### src/rtl/alu_result_sink_if.sv
// ALU result / writeback / condition bus between the ALU side and alu_result_sink.
// The slave modport is the sink's view; master is the ALU/regfile/control view.
interface alu_result_sink_if #(
  parameter int DATA_W = 8,
  parameter int DEST_W = 3
) ();
  logic              res_valid;
  logic              res_ready;
  logic [DATA_W-1:0] res_data;
  logic [3:0]        res_flags;
  logic [DEST_W-1:0] res_dest;
  logic              res_wb_en;
  logic [3:0]        flag_we;
  logic              stc;
  logic              cmc;
  logic              wb_valid;
  logic              wb_ready;
  logic [DATA_W-1:0] wb_data;
  logic [DEST_W-1:0] wb_dest;
  logic [3:0]        flag_reg;
  logic              carry_out;
  logic              cond_req;
  logic [2:0]        cond_sel;
  logic              cond_valid;
  logic              cond_true;

  modport slave (
    input  res_valid, res_data, res_flags, res_dest, res_wb_en, flag_we, stc, cmc,
    input  wb_ready, cond_req, cond_sel,
    output res_ready, wb_valid, wb_data, wb_dest, flag_reg, carry_out, cond_valid, cond_true
  );

  modport master (
    output res_valid, res_data, res_flags, res_dest, res_wb_en, flag_we, stc, cmc,
    output wb_ready, cond_req, cond_sel,
    input  res_ready, wb_valid, wb_data, wb_dest, flag_reg, carry_out, cond_valid, cond_true
  );
endinterface

### src/rtl/alu_result_sink.sv
// Consumer of ALU results: masked flag register with carry ops, 2-entry writeback
// FIFO, and branch-condition evaluation against the forwarded next-state flags.
module alu_result_sink #(
  parameter int DATA_W = 8,
  parameter int DEST_W = 3,
  parameter int DEPTH  = 2
) (
  input logic               clk,
  input logic               reset,
  alu_result_sink_if.slave  bus
);
  localparam int          ENTRY_W  = DATA_W + DEST_W;
  localparam logic [1:0]  FULL_CNT = 2'(DEPTH);

  logic [ENTRY_W-1:0] mem_q [DEPTH];
  logic               wr_ptr_q;
  logic               rd_ptr_q;
  logic [1:0]         count_q;
  logic [1:0]         count_d;
  logic [3:0]         flags_q;
  logic [3:0]         flags_d;
  logic               cond_valid_q;
  logic               cond_true_q;
  logic               accept_s;
  logic               push_s;
  logic               pop_s;

  function automatic logic cond_eval(input logic [2:0] sel, input logic [3:0] f);
    logic r;
    case (sel)
      3'd0:    r = ~f[0];
      3'd1:    r =  f[0];
      3'd2:    r = ~f[1];
      3'd3:    r =  f[1];
      3'd4:    r =  f[3];
      3'd5:    r = ~f[3];
      3'd6:    r =  f[2];
      3'd7:    r = ~f[2];
      default: r = 1'b0;
    endcase
    return r;
  endfunction

  assign accept_s = bus.res_valid & bus.res_ready;
  assign push_s   = accept_s & bus.res_wb_en;
  assign pop_s    = bus.wb_valid & bus.wb_ready;

  assign bus.res_ready  = (count_q < FULL_CNT);
  assign bus.wb_valid   = (count_q != 2'd0);
  assign bus.wb_data    = mem_q[rd_ptr_q][ENTRY_W-1:DEST_W];
  assign bus.wb_dest    = mem_q[rd_ptr_q][DEST_W-1:0];
  assign bus.flag_reg   = flags_q;
  assign bus.carry_out  = flags_q[1];
  assign bus.cond_valid = cond_valid_q;
  assign bus.cond_true  = cond_true_q;

  // Next-state flags: masked result write; carry from result beats stc, which beats cmc.
  always_comb begin
    flags_d = flags_q;
    if (accept_s) begin
      flags_d = (bus.flag_we & bus.res_flags) | (~bus.flag_we & flags_q);
    end else begin
      flags_d = flags_q;
    end
    if (accept_s && bus.flag_we[1]) begin
      flags_d[1] = bus.res_flags[1];
    end else if (bus.stc) begin
      flags_d[1] = 1'b1;
    end else if (bus.cmc) begin
      flags_d[1] = ~flags_q[1];
    end else begin
      flags_d[1] = flags_q[1];
    end
  end

  // FIFO occupancy update.
  always_comb begin
    count_d = count_q;
    case ({push_s, pop_s})
      2'b10:   count_d = count_q + 2'd1;
      2'b01:   count_d = count_q - 2'd1;
      default: count_d = count_q;
    endcase
  end

  // State registers: FIFO, flags and condition result.
  always_ff @(posedge clk or posedge reset) begin
    if (reset) begin
      for (int i = 0; i < DEPTH; i++) begin
        mem_q[i] <= '0;
      end
      wr_ptr_q     <= 1'b0;
      rd_ptr_q     <= 1'b0;
      count_q      <= 2'd0;
      flags_q      <= 4'b0000;
      cond_valid_q <= 1'b0;
      cond_true_q  <= 1'b0;
    end else begin
      if (push_s) begin
        mem_q[wr_ptr_q] <= {bus.res_data, bus.res_dest};
        wr_ptr_q        <= ~wr_ptr_q;
      end
      if (pop_s) begin
        rd_ptr_q <= ~rd_ptr_q;
      end
      count_q      <= count_d;
      flags_q      <= flags_d;
      cond_valid_q <= bus.cond_req;
      if (bus.cond_req) begin
        cond_true_q <= cond_eval(bus.cond_sel, flags_d);
      end
    end
  end
endmodule

### src/flat_wrapper.sv
// flat-port wrapper written by rule: the top's interface ports become plain ports
module alu_result_sink_flat 
#(
  parameter int DATA_W = 8,
  parameter int DEST_W = 3,
  parameter int DEPTH  = 2
)
  (clk, reset, bus_res_valid, bus_res_data, bus_res_flags, bus_res_dest, bus_res_wb_en, bus_flag_we, bus_stc, bus_cmc, bus_wb_ready, bus_cond_req, bus_cond_sel, bus_res_ready, bus_wb_valid, bus_wb_data, bus_wb_dest, bus_flag_reg, bus_carry_out, bus_cond_valid, bus_cond_true);
  alu_result_sink_if #(.DATA_W(DATA_W), .DEST_W(DEST_W)) bus_i ();
  input logic clk;
  input logic reset;
  input wire logic [$bits(bus_i.res_valid)-1:0] bus_res_valid;
  input wire logic [$bits(bus_i.res_data)-1:0] bus_res_data;
  input wire logic [$bits(bus_i.res_flags)-1:0] bus_res_flags;
  input wire logic [$bits(bus_i.res_dest)-1:0] bus_res_dest;
  input wire logic [$bits(bus_i.res_wb_en)-1:0] bus_res_wb_en;
  input wire logic [$bits(bus_i.flag_we)-1:0] bus_flag_we;
  input wire logic [$bits(bus_i.stc)-1:0] bus_stc;
  input wire logic [$bits(bus_i.cmc)-1:0] bus_cmc;
  input wire logic [$bits(bus_i.wb_ready)-1:0] bus_wb_ready;
  input wire logic [$bits(bus_i.cond_req)-1:0] bus_cond_req;
  input wire logic [$bits(bus_i.cond_sel)-1:0] bus_cond_sel;
  output wire logic [$bits(bus_i.res_ready)-1:0] bus_res_ready;
  output wire logic [$bits(bus_i.wb_valid)-1:0] bus_wb_valid;
  output wire logic [$bits(bus_i.wb_data)-1:0] bus_wb_data;
  output wire logic [$bits(bus_i.wb_dest)-1:0] bus_wb_dest;
  output wire logic [$bits(bus_i.flag_reg)-1:0] bus_flag_reg;
  output wire logic [$bits(bus_i.carry_out)-1:0] bus_carry_out;
  output wire logic [$bits(bus_i.cond_valid)-1:0] bus_cond_valid;
  output wire logic [$bits(bus_i.cond_true)-1:0] bus_cond_true;
  assign bus_i.res_valid = bus_res_valid;
  assign bus_i.res_data = bus_res_data;
  assign bus_i.res_flags = bus_res_flags;
  assign bus_i.res_dest = bus_res_dest;
  assign bus_i.res_wb_en = bus_res_wb_en;
  assign bus_i.flag_we = bus_flag_we;
  assign bus_i.stc = bus_stc;
  assign bus_i.cmc = bus_cmc;
  assign bus_i.wb_ready = bus_wb_ready;
  assign bus_i.cond_req = bus_cond_req;
  assign bus_i.cond_sel = bus_cond_sel;
  assign bus_res_ready = bus_i.res_ready;
  assign bus_wb_valid = bus_i.wb_valid;
  assign bus_wb_data = bus_i.wb_data;
  assign bus_wb_dest = bus_i.wb_dest;
  assign bus_flag_reg = bus_i.flag_reg;
  assign bus_carry_out = bus_i.carry_out;
  assign bus_cond_valid = bus_i.cond_valid;
  assign bus_cond_true = bus_i.cond_true;
  alu_result_sink #(.DATA_W(DATA_W), .DEST_W(DEST_W), .DEPTH(DEPTH)) u_core (.clk(clk), .reset(reset), .bus(bus_i));
endmodule
### config.mk
export PLATFORM = sky130hd
export DESIGN_NAME = alu_result_sink_flat
export DESIGN_NICKNAME = d
export VERILOG_FILES = /design/src/rtl/alu_result_sink_if.sv /design/src/rtl/alu_result_sink.sv /design/src/flat_wrapper.sv
export SDC_FILE = /design/constraint.sdc
export NUM_CORES = 1
export LEC_CHECK = 0
export CAP_MARGIN = 10
export CORE_ASPECT_RATIO = 0.75
export CORE_MARGIN = 2
export CORE_UTILIZATION = 45
export DETAILED_ROUTE_END_ITERATION = 10
export MAX_ROUTING_LAYER = met4
export PLACE_DENSITY = 0.91
export SETUP_SLACK_MARGIN = 0.2
export SLEW_MARGIN = 20
export SYNTH_ARGS = -nofsm -noshare
export SYNTH_HDL_FRONTEND = slang
export SYNTH_SLANG_ARGS = --single-unit
### constraint.sdc
create_clock -name clk -period 2.1 [get_ports clk]
set_clock_uncertainty 0.2 [all_clocks]
set_input_delay 0.315 -clock clk [delete_from_list [all_inputs] [get_ports clk]]
set_output_delay 0.315 -clock clk [all_outputs]
set_load 0.1 [all_outputs]
== After elaboration in Yosys (flattened, before gate mapping) ==
Index checks and enable logic that the tools add are counted.
W data, S select, Z words.

* Input bits: 30
* Word-level logic and storage cells: 56
* Flip-flop bits (word level): 32

* Muxes and demuxes: 12
* $lt $le $gt $ge: 4
* Eq/ne operators: 9
* Add/sub/neg operators: 2
* Bitwise logic cells: 16
* Reduce and logical (&&, ||, !) cells: 5

{| class="wikitable"
|+ Operators by type and width
! operator !! count
|-
| $mux W11 || 4
|-
| $bwmux W22 || 1
|-
| $eq A3 B3 Y1 const B || 4
|-
| $demux W11 S1 || 1
|-
| $and A4 B4 Y4 || 2
|-
| $pmux W1 S8 || 1
|-
| $not A1 Y1 || 7
|-
| $eq A3 B2 Y1 const B || 2
|-
| $ge A2 B2 Y1 const B || 2
|-
| $mux W4 || 1
|-
| $not A1 Y2 || 2
|-
| $not A4 Y4 || 1
|-
| $or A4 B4 Y4 || 1
|-
| $pmux W2 S2 || 1
|-
| $reduce_bool A2 Y1 || 2
|-
| $and A1 B1 Y1 || 3
|-
| $eq A3 B1 Y1 const B || 1
|-
| $logic_not A3 Y1 || 1
|-
| $mux W1 || 3
|-
| $add A2 B1 Y2 const B || 1
|-
| $eq A2 B1 Y1 const B || 1
|-
| $eq A2 B2 Y1 const B || 1
|-
| $logic_and A1 B1 Y1 || 2
|-
| $lt A2 B1 Y1 const B || 1
|-
| 2 further kinds || 2
|}

== Logic depth before layout (Yosys ltp) ==
Gate-level depths: netlist of run 1.

* Word-level depth: 6
* Depth in mapped cells: 6
* Depth with buffers taken out: 6

== Least setup slack after synthesis of run 1 ==
OpenSTA, ideal clock, no wires.

* Kind: reg-to-reg
* From: register u_core.flags_q[1], in the netlist u_core.bus.flag_reg[1]
* To: register u_core.cond_true_q, in the netlist u_core.bus.cond_true
* Clock period less this slack: 2.201 ns
* Setup slack: -0.101 ns
* Buffers on the path: 0
* Data arrival time: 1.875 ns
* Cell stages (with the launch flop): 6
* Setup time: 0.126 ns
* Cells stage by stage: dfrtp_1 -> xor2_1 -> a211oi_2 -> o22a_2 -> mux2i_1 -> a311o_1

* Longest elaborated chain between the ends: 6

{| class="wikitable"
|+ RTL lines
! what !! RTL line !! RTL
|-
| from (decl) || alu_result_sink.sv:20 || <nowiki>logic [3:0] flags_q;</nowiki>
|-
| from (signal assigned) || alu_result_sink.sv:107 || <nowiki>flags_q <= flags_d;</nowiki>
|-
| $not A1 Y1 || alu_result_sink.sv:70 || <nowiki>flags_d[1] = ~flags_q[1];</nowiki>
|-
| $mux W1 (*) || alu_result_sink.sv:69 || <nowiki>end else if (bus.cmc) begin</nowiki>
|-
| $mux W1 (*) || alu_result_sink.sv:67 || <nowiki>end else if (bus.stc) begin</nowiki>
|-
| $mux W1 (*) || alu_result_sink.sv:65 || <nowiki>if (accept_s && bus.flag_we[1]) begin</nowiki>
|-
| $not A1 Y1 || alu_result_sink.sv:33 || <nowiki>3'd2: r = ~f[1];</nowiki>
|-
| $pmux W1 S8 (*) || alu_result_sink.sv:30 || <nowiki>case (sel)</nowiki>
|-
| to (signal assigned) || alu_result_sink.sv:110 || <nowiki>cond_true_q <= cond_eval(bus.cond_sel, flags_d);</nowiki>
|-
| to (decl) || alu_result_sink.sv:23 || <nowiki>logic cond_true_q;</nowiki>
|}

Every way passes the cells marked *; elsewhere a longest branch is shown, timed or not.
A chain may end at the register's enable or synchronous reset.

== Final worst setup path of run 1 ==
* From: register u_core.count_q[1]
* To: register u_core.cond_true_q, in the netlist u_core.bus.cond_true

{| class="wikitable"
|+ RTL lines
! what !! RTL line !! RTL
|-
| from (decl) || alu_result_sink.sv:18 || <nowiki>logic [1:0] count_q;</nowiki>
|-
| from (signal assigned) || alu_result_sink.sv:106 || <nowiki>count_q <= count_d;</nowiki>
|-
| $lt A2 B2 Y1 (*) || alu_result_sink.sv:48 || <nowiki>assign bus.res_ready = (count_q < FULL_CNT);</nowiki>
|-
| $and A1 B1 Y1 (*) || alu_result_sink.sv:44 || <nowiki>assign accept_s = bus.res_valid & bus.res_ready;</nowiki>
|-
| $mux W4 (*) || alu_result_sink.sv:60 || <nowiki>if (accept_s) begin</nowiki>
|-
| via u_core.flags_d[2] || alu_result_sink.sv:21 || <nowiki>logic [3:0] flags_d;</nowiki>
|-
| $not A1 Y1 || alu_result_sink.sv:38 || <nowiki>3'd7: r = ~f[2];</nowiki>
|-
| $pmux W1 S8 (*) || alu_result_sink.sv:30 ||
|}

The timed path passes the listed nets; every way through them passes the cells marked *.

==> key figures, run 1 <==
Setup path
  – WP data arrival: about 1.9 ns
  – Kind of critical path: flip-flop to flip-flop
  – Critical path startpoint category: flip-flop
  – CP Capture Type: flip-flop
  – Worst-path cell chain: nand3b_1, mux2_4, o22a_2, mux2i_1, a311o_1
  – Highest-delay cell along the critical path: dfrtp_2
  – WP depth: 5
  – Crit path buffers/inverters: 0
  – Crit path largest cell delay: 0.45 ns
  – Critical Path RT: 2.07 ns
  – CP top delay family: compound AO/OA/AOI/OAI gates
  – Crit Path Max Fanout: 6
  – Worst reg2reg path depth: 5

Timing
  – Worst-Margin Slew: 0.413 ns
  – Final min period: about 1.9 ns
  – RSZ-0062 raised after global routing: yes
  – Final Worst Setup Slack: between 0.15 and 0.2 ns
  – Fin crit share: around 91%
  – Setup_tns: 0 ns
  – Max Slew Vio Count: 0
  – Max Freq: 0.526 GHz
  – Final Hold Slack: between 0.2 and 0.25 ns
  – Worst rel slew slack: 72.5%
  – Setup-failing EPs final: 0
  – Final number of hold-violating endpoints: 0

Synthesis
  – Cell variety after synth: 26
  – Register area share after synthesis: 53.6%
  – Mean Syn Cell Area: between 10 and 15 um^2
  – Post-Synthesis Cells: ~110
  – Post-synth EDFFs: 0
  – Synth Net Count: between 100 and 150
  – Post-synth top flop: dfrtp_1
  – Post-Syn Area: between 0.001 and 0.0015 mm^2
  – Seq cells post-synth: 32
  – Asr flop ratio synth: 100%
  – Synthesis Warnings: 0

Final layout
  – Design Area, Final: roughly 0.0023 mm^2
  – Commonest non-fill, non-tap cell in the layout: mux2_2
  – Antenna diode count: 0
  – Layout cell share with drive strength beyond 1: 49.4%
  – Largest register FFs: 22
  – Register area: 807 um^2
  – Area growth syn-to-layout: 54.1%
  – Fill count: approximately 230
  – Most frequent cells in the layout: mux2_2, clkdlybuf4s50_1, dfrtp_1
  – Final net count: between 150 and 200
  – Multi-input gate area: between 600 and 700 um^2

Detailed routing
  – WL per Instance: between 15 and 20 um
  – Vias/cell: slightly above 5
  – Starting DRC count in detailed routing: 51
  – Final WL: 3390 um
  – DRC: 0
  – Vias: roughly 1100
  – Antenna viol nets, final: 0
  – DRT Pass-1 Iters: 4

Floorplanning
  – Core ar.: about 0.0032 mm^2
  – I/O pin cnt: 50
  – Die height: between 50 and 60 um
  – Die Area: between 0.003 and 0.004 mm^2
  – Starting Density: a little under half
  – Num rows: 18
  – Die X: between 70 and 80 um

Global routing
  – Met3 Use GR: about 4.3%
  – Initial antenna violation count: 0
  – GRT Resource Usage Total: 19.9%
  – First-pass GRT wire length: between 5000 and 6000 um
  – Grt met2 use: roughly a third
  – GRT overflow: 0
  – M1 GR Usage: a little under a quarter
  – Vias in the first global route: 1098
  – Most Crowded Layer GR: met2
  – Largest net degree at the start of global routing: 33

Placement
  – DP Area: ~0.0022 mm^2
  – PortBufs: between 40 and 50
  – Routability-driven placement congestion ratio: just over 0.8
  – Worst slack at placement: -0.268 ns
  – Post-DP HPWL: 2430 um

Clock network
  – Clock sinks: 32
  – Worst-path clk slew: roughly 0.06 ns
  – Clock buffer depth: 2
  – Clock latency on the worst-skew pair: around 0.28 ns
  – Num CTS Buffers: 5
  – CTS tree: yes
  – CTS H-tree depth: 2
  – Hold buffers post-CTS: 0
  – Clk root buf: clkbuf_8

Flow run
  – Max-cap violations: 0

Worst hold path
  – Worst Hold Class: primary input to asynchronous set/reset pin

Outcome
  – Outcome: finished clean
## layout make-up
type / count / share of cell area [%]
Sequential cell: 32 / 35.1
Timing Repair Buffer: 58 / 30.0
Multi-Input combinational cell: 67 / 28.8
Clock buffer: 7 / 3.32
Tap cell: 40 / 2.18
Inverter: 4 / 0.653
## through the flow
stage / util, % / cells
finish: 71.4 / 208
global route: 71.4 / 208
CTS: 71.1 / 208
detailed placement: 67.7 / 198
global placement: 67.7 / 198
floorplan: - / 107
## cell families (layout without fill, tap and decap cells)
logic type               Yosys count  count (layout)  synth area share, %
multiplexers                      37              37                 27.8
flip-flops                        32              32                 53.6
AND/OR/NAND/NOR                   18              18                 7.54
buffers and inverters              8              69                 3.02
XOR/XNOR                           7               7                 4.11
AO/OA/AOI/OAI                      4               4                 3.02
adder cells (fa/ha/maj)            1               1                0.838
## synth_stat cells (2+ instances only)
library cell  instances  area share [%]
nor2b_1               2            0.84
inv_1                 4             1.0
nor2_1                2            0.50
xor2_1                3             1.8
nand3b_1              4             2.0
dfrtp_1              32              54
xnor2_1               4             2.3
nand3_1               3             1.0
mux2_2               36              27
## what timing repair did
action	CTS	global route
cloned	0	0
resized for setup	6	3
endpoints found under the setup margin	24	14
pin swaps	3	1
buffers inserted	3	0
## tightest hold or removal path, delay by kind of cell
family | cells | cell delay [ns]
buffers and inverters | 3 | 0.81
## routing by layer
| layer | up-vias | share of wire (%) |
|---|---|---|
| met5 | - | 0 |
| li1 | 498 | - |
| met4 | 0 | 1.3 |
| met2 | 36 | 52 |
| met1 | 524 | 43 |
| met3 | 5 | 4.4 |
## final timing paths
check,from,slack (ns),endpoint
min in group clk,u_core.mem_q[2],0.30,u_core.mem_q[2]
max reg2reg,u_core.count_q[1],0.20,u_core.bus.cond_true
max in group asynchronous,reset,1.16,u_core.count_q[1]
max,u_core.count_q[1],0.20,u_core.bus.cond_true
min reg2reg,u_core.mem_q[2],0.30,u_core.mem_q[2]
min,reset,0.22,u_core.bus.cond_true
Power of run 1 is left out: the tool's default activity adds up to more than one toggle a clock period on the data nets, which glitch-free logic cannot reach.
==> run 2, diff against run 1 <==
CORE_UTILIZATION = 32   (was 45)
GPL_ROUTABILITY_DRIVEN = 0   (was not set)
PLACE_DENSITY = 0.72   (was 0.91)
==> run 2 against run 1 <==
Compared with the run above:
- fmax increased by 2.0%
- final cell count increased by 9.6%
- critical path type unchanged
- sequential cell count unchanged
- critical path depth unchanged
- highest routed layer unchanged
- clock-buffer cell count unchanged
- via count decreased by 1.0%
==> key figures, run 2 (synthesis gave the netlist of run 1 again) <==
Outcome
  – Outcome: finished clean

Setup path
  – Crit Path Max Fanout: 7
  – Worst-path cell chain: nand3b_1, mux2_4, o22a_2, mux2i_1, a311o_1
  – Critical Path RT: 2.05 ns
  – WP data arrival: 1.82 ns
  – Kind of critical path: flip-flop to flip-flop
  – Critical path startpoint category: flip-flop
  – CP Capture Type: flip-flop
  – Crit path largest cell delay: 0.45 ns
  – Highest-delay cell along the critical path: dfrtp_2

Final layout
  – Layout cell share with drive strength beyond 1: approximately half
  – Area growth syn-to-layout: 60.0%
  – Finished Core Util: between 50% and 60%
  – Antenna diode count: 0
  – Largest register FFs: 22
  – Most frequent cells in the layout: mux2_2, clkdlybuf4s50_1, dfrtp_1
  – Design Area, Final: approximately 0.0024 mm^2
  – Final net count: approximately 200
  – Commonest non-fill, non-tap cell in the layout: mux2_2

Floorplanning
  – Starting Density: about a third
  – Die Area: approximately 0.0052 mm^2
  – Die height: 63.1 um
  – Core ar.: about 0.0045 mm^2
  – Die X: 82.9 um
  – Num rows: 21
  – I/O pin cnt: 50

Flow run
  – Max-cap violations: 0

Global routing
  – Initial antenna violation count: 0
  – Vias in the first global route: 1210
  – Largest net degree at the start of global routing: 25
  – GRT overflow: 0
  – First-pass GRT wire length: around 5500 um
  – GRT Resource Usage Total: 13.9%

Clock network
  – Clock latency on the worst-skew pair: roughly 0.28 ns
  – Clock sinks: 32
  – Hold buffers post-CTS: 0
  – Worst-path clk slew: around 0.070 ns
  – Num CTS Buffers: 5
  – CTS tree: yes
  – Clk root buf: clkbuf_8
  – CTS H-tree depth: 2
  – Clock buffer depth: 2

Placement
  – Post-DP HPWL: between 2000 and 2500 um
  – PortBufs: between 40 and 50
  – Worst slack at placement: -0.176 ns
  – DP Area: between 0.002 and 0.0025 mm^2

Detailed routing
  – Antenna viol nets, final: 0
  – Starting DRC count in detailed routing: between 40 and 50
  – DRT Pass-1 Iters: 4
  – DRC: 0
  – WL per Instance: about 15 um
  – Vias: roughly 1100
  – Final WL: around 3300 um
  – Vias/cell: approximately 4.6

Timing
  – Final Worst Setup Slack: approximately 0.24 ns
  – Final min period: ~1.9 ns
  – Fin crit share: 88.8%
  – Final number of hold-violating endpoints: 0
  – RSZ-0062 raised after global routing: yes
  – Max Freq: approximately 0.54 GHz
  – Max Slew Vio Count: 0
  – Worst rel slew slack: 71.3%
  – Worst-Margin Slew: between 0.4 and 0.5 ns
  – Setup-failing EPs final: 0

Worst hold path
  – Worst Hold Class: primary input to asynchronous set/reset pin
## run 2: changes by cell type in the layout (fill, tap and decap cells not counted)
cell / change
buf_12: +1
buf_4: +2
buf_6: -1
bufinv_16: +1
clkbuf_1: -2
clkbuf_8: +2
nand2_1: +1
nand2_2: -1
nor2b_2: +1
nor2b_4: -1
## run 2: critical path, delay by kind of cell, from the launching register on
kind               cells  cell delay (ns)
AOI/OAI and AO/OA      2             0.47
DFF                    1             0.45
muxes                  2             0.43
and+or+nand+nor        1             0.19
## run 2: final timing paths
kind / start / endpoint / slack [ns] / cells past startpoint
min in group clk: u_core.mem_q[18] / u_core.mem_q[18] / 0.30 / 1
min reg2reg: u_core.mem_q[18] / u_core.mem_q[18] / 0.30 / 1
max reg2reg: u_core.count_q[1] / u_core.bus.cond_true / 0.24 / 5
max in group asynchronous: reset / u_core.rd_ptr_q / 1.09 / 3
max: u_core.count_q[1] / u_core.bus.cond_true / 0.24 / 5
min: reset / u_core.count_q[0] / 0.13 / 2
## run 2: layout make-up
| class | count | area [um^2] |
|---|---|---|
| clock buffers | 7 | 96.3 |
| clock inverters | 1 | 30.0 |
| fillers | 372 | 2080 |
| inverters | 4 | 15.0 |
| multi-input cells | 67 | 656 |
| flip-flops and latches | 32 | 807 |
| well taps | 57 | 71.3 |
| repair buffers | 60 | 713 |
## run 2: timing repair
item | CTS | global route
endpoints found under the hold margin | 0 | 0
cloned | 0 | 0
endpoints found under the setup margin | 23 | 7
resized for setup | 5 | 2
pin swaps | 0 | 2
setup buffers | 3 | 0
## run 2: per-layer routing
layer  up-vias  share of wire, %  GRT usage [%]
met3         4               3.9           3.67
met4         0               1.4           5.53
li1        501                 -              -
met5         -                 0              -
met1       522                43           16.3
met2        25                52           22.9
## run 2: stage by stage
| stage | hold WS [ns] | instances | setup TNS (ns) |
|---|---|---|---|
| global placement | 0.282 | 217 | -1.41 |
| global route | 0.153 | 228 | 0 |
| finish | 0.131 | 228 | 0 |
| detailed placement | 0.292 | 217 | -1.86 |
| CTS | 0.138 | 228 | 0 |
| floorplan | 0.146 | 107 | 0 |
Power of run 2 is left out for the same reason.
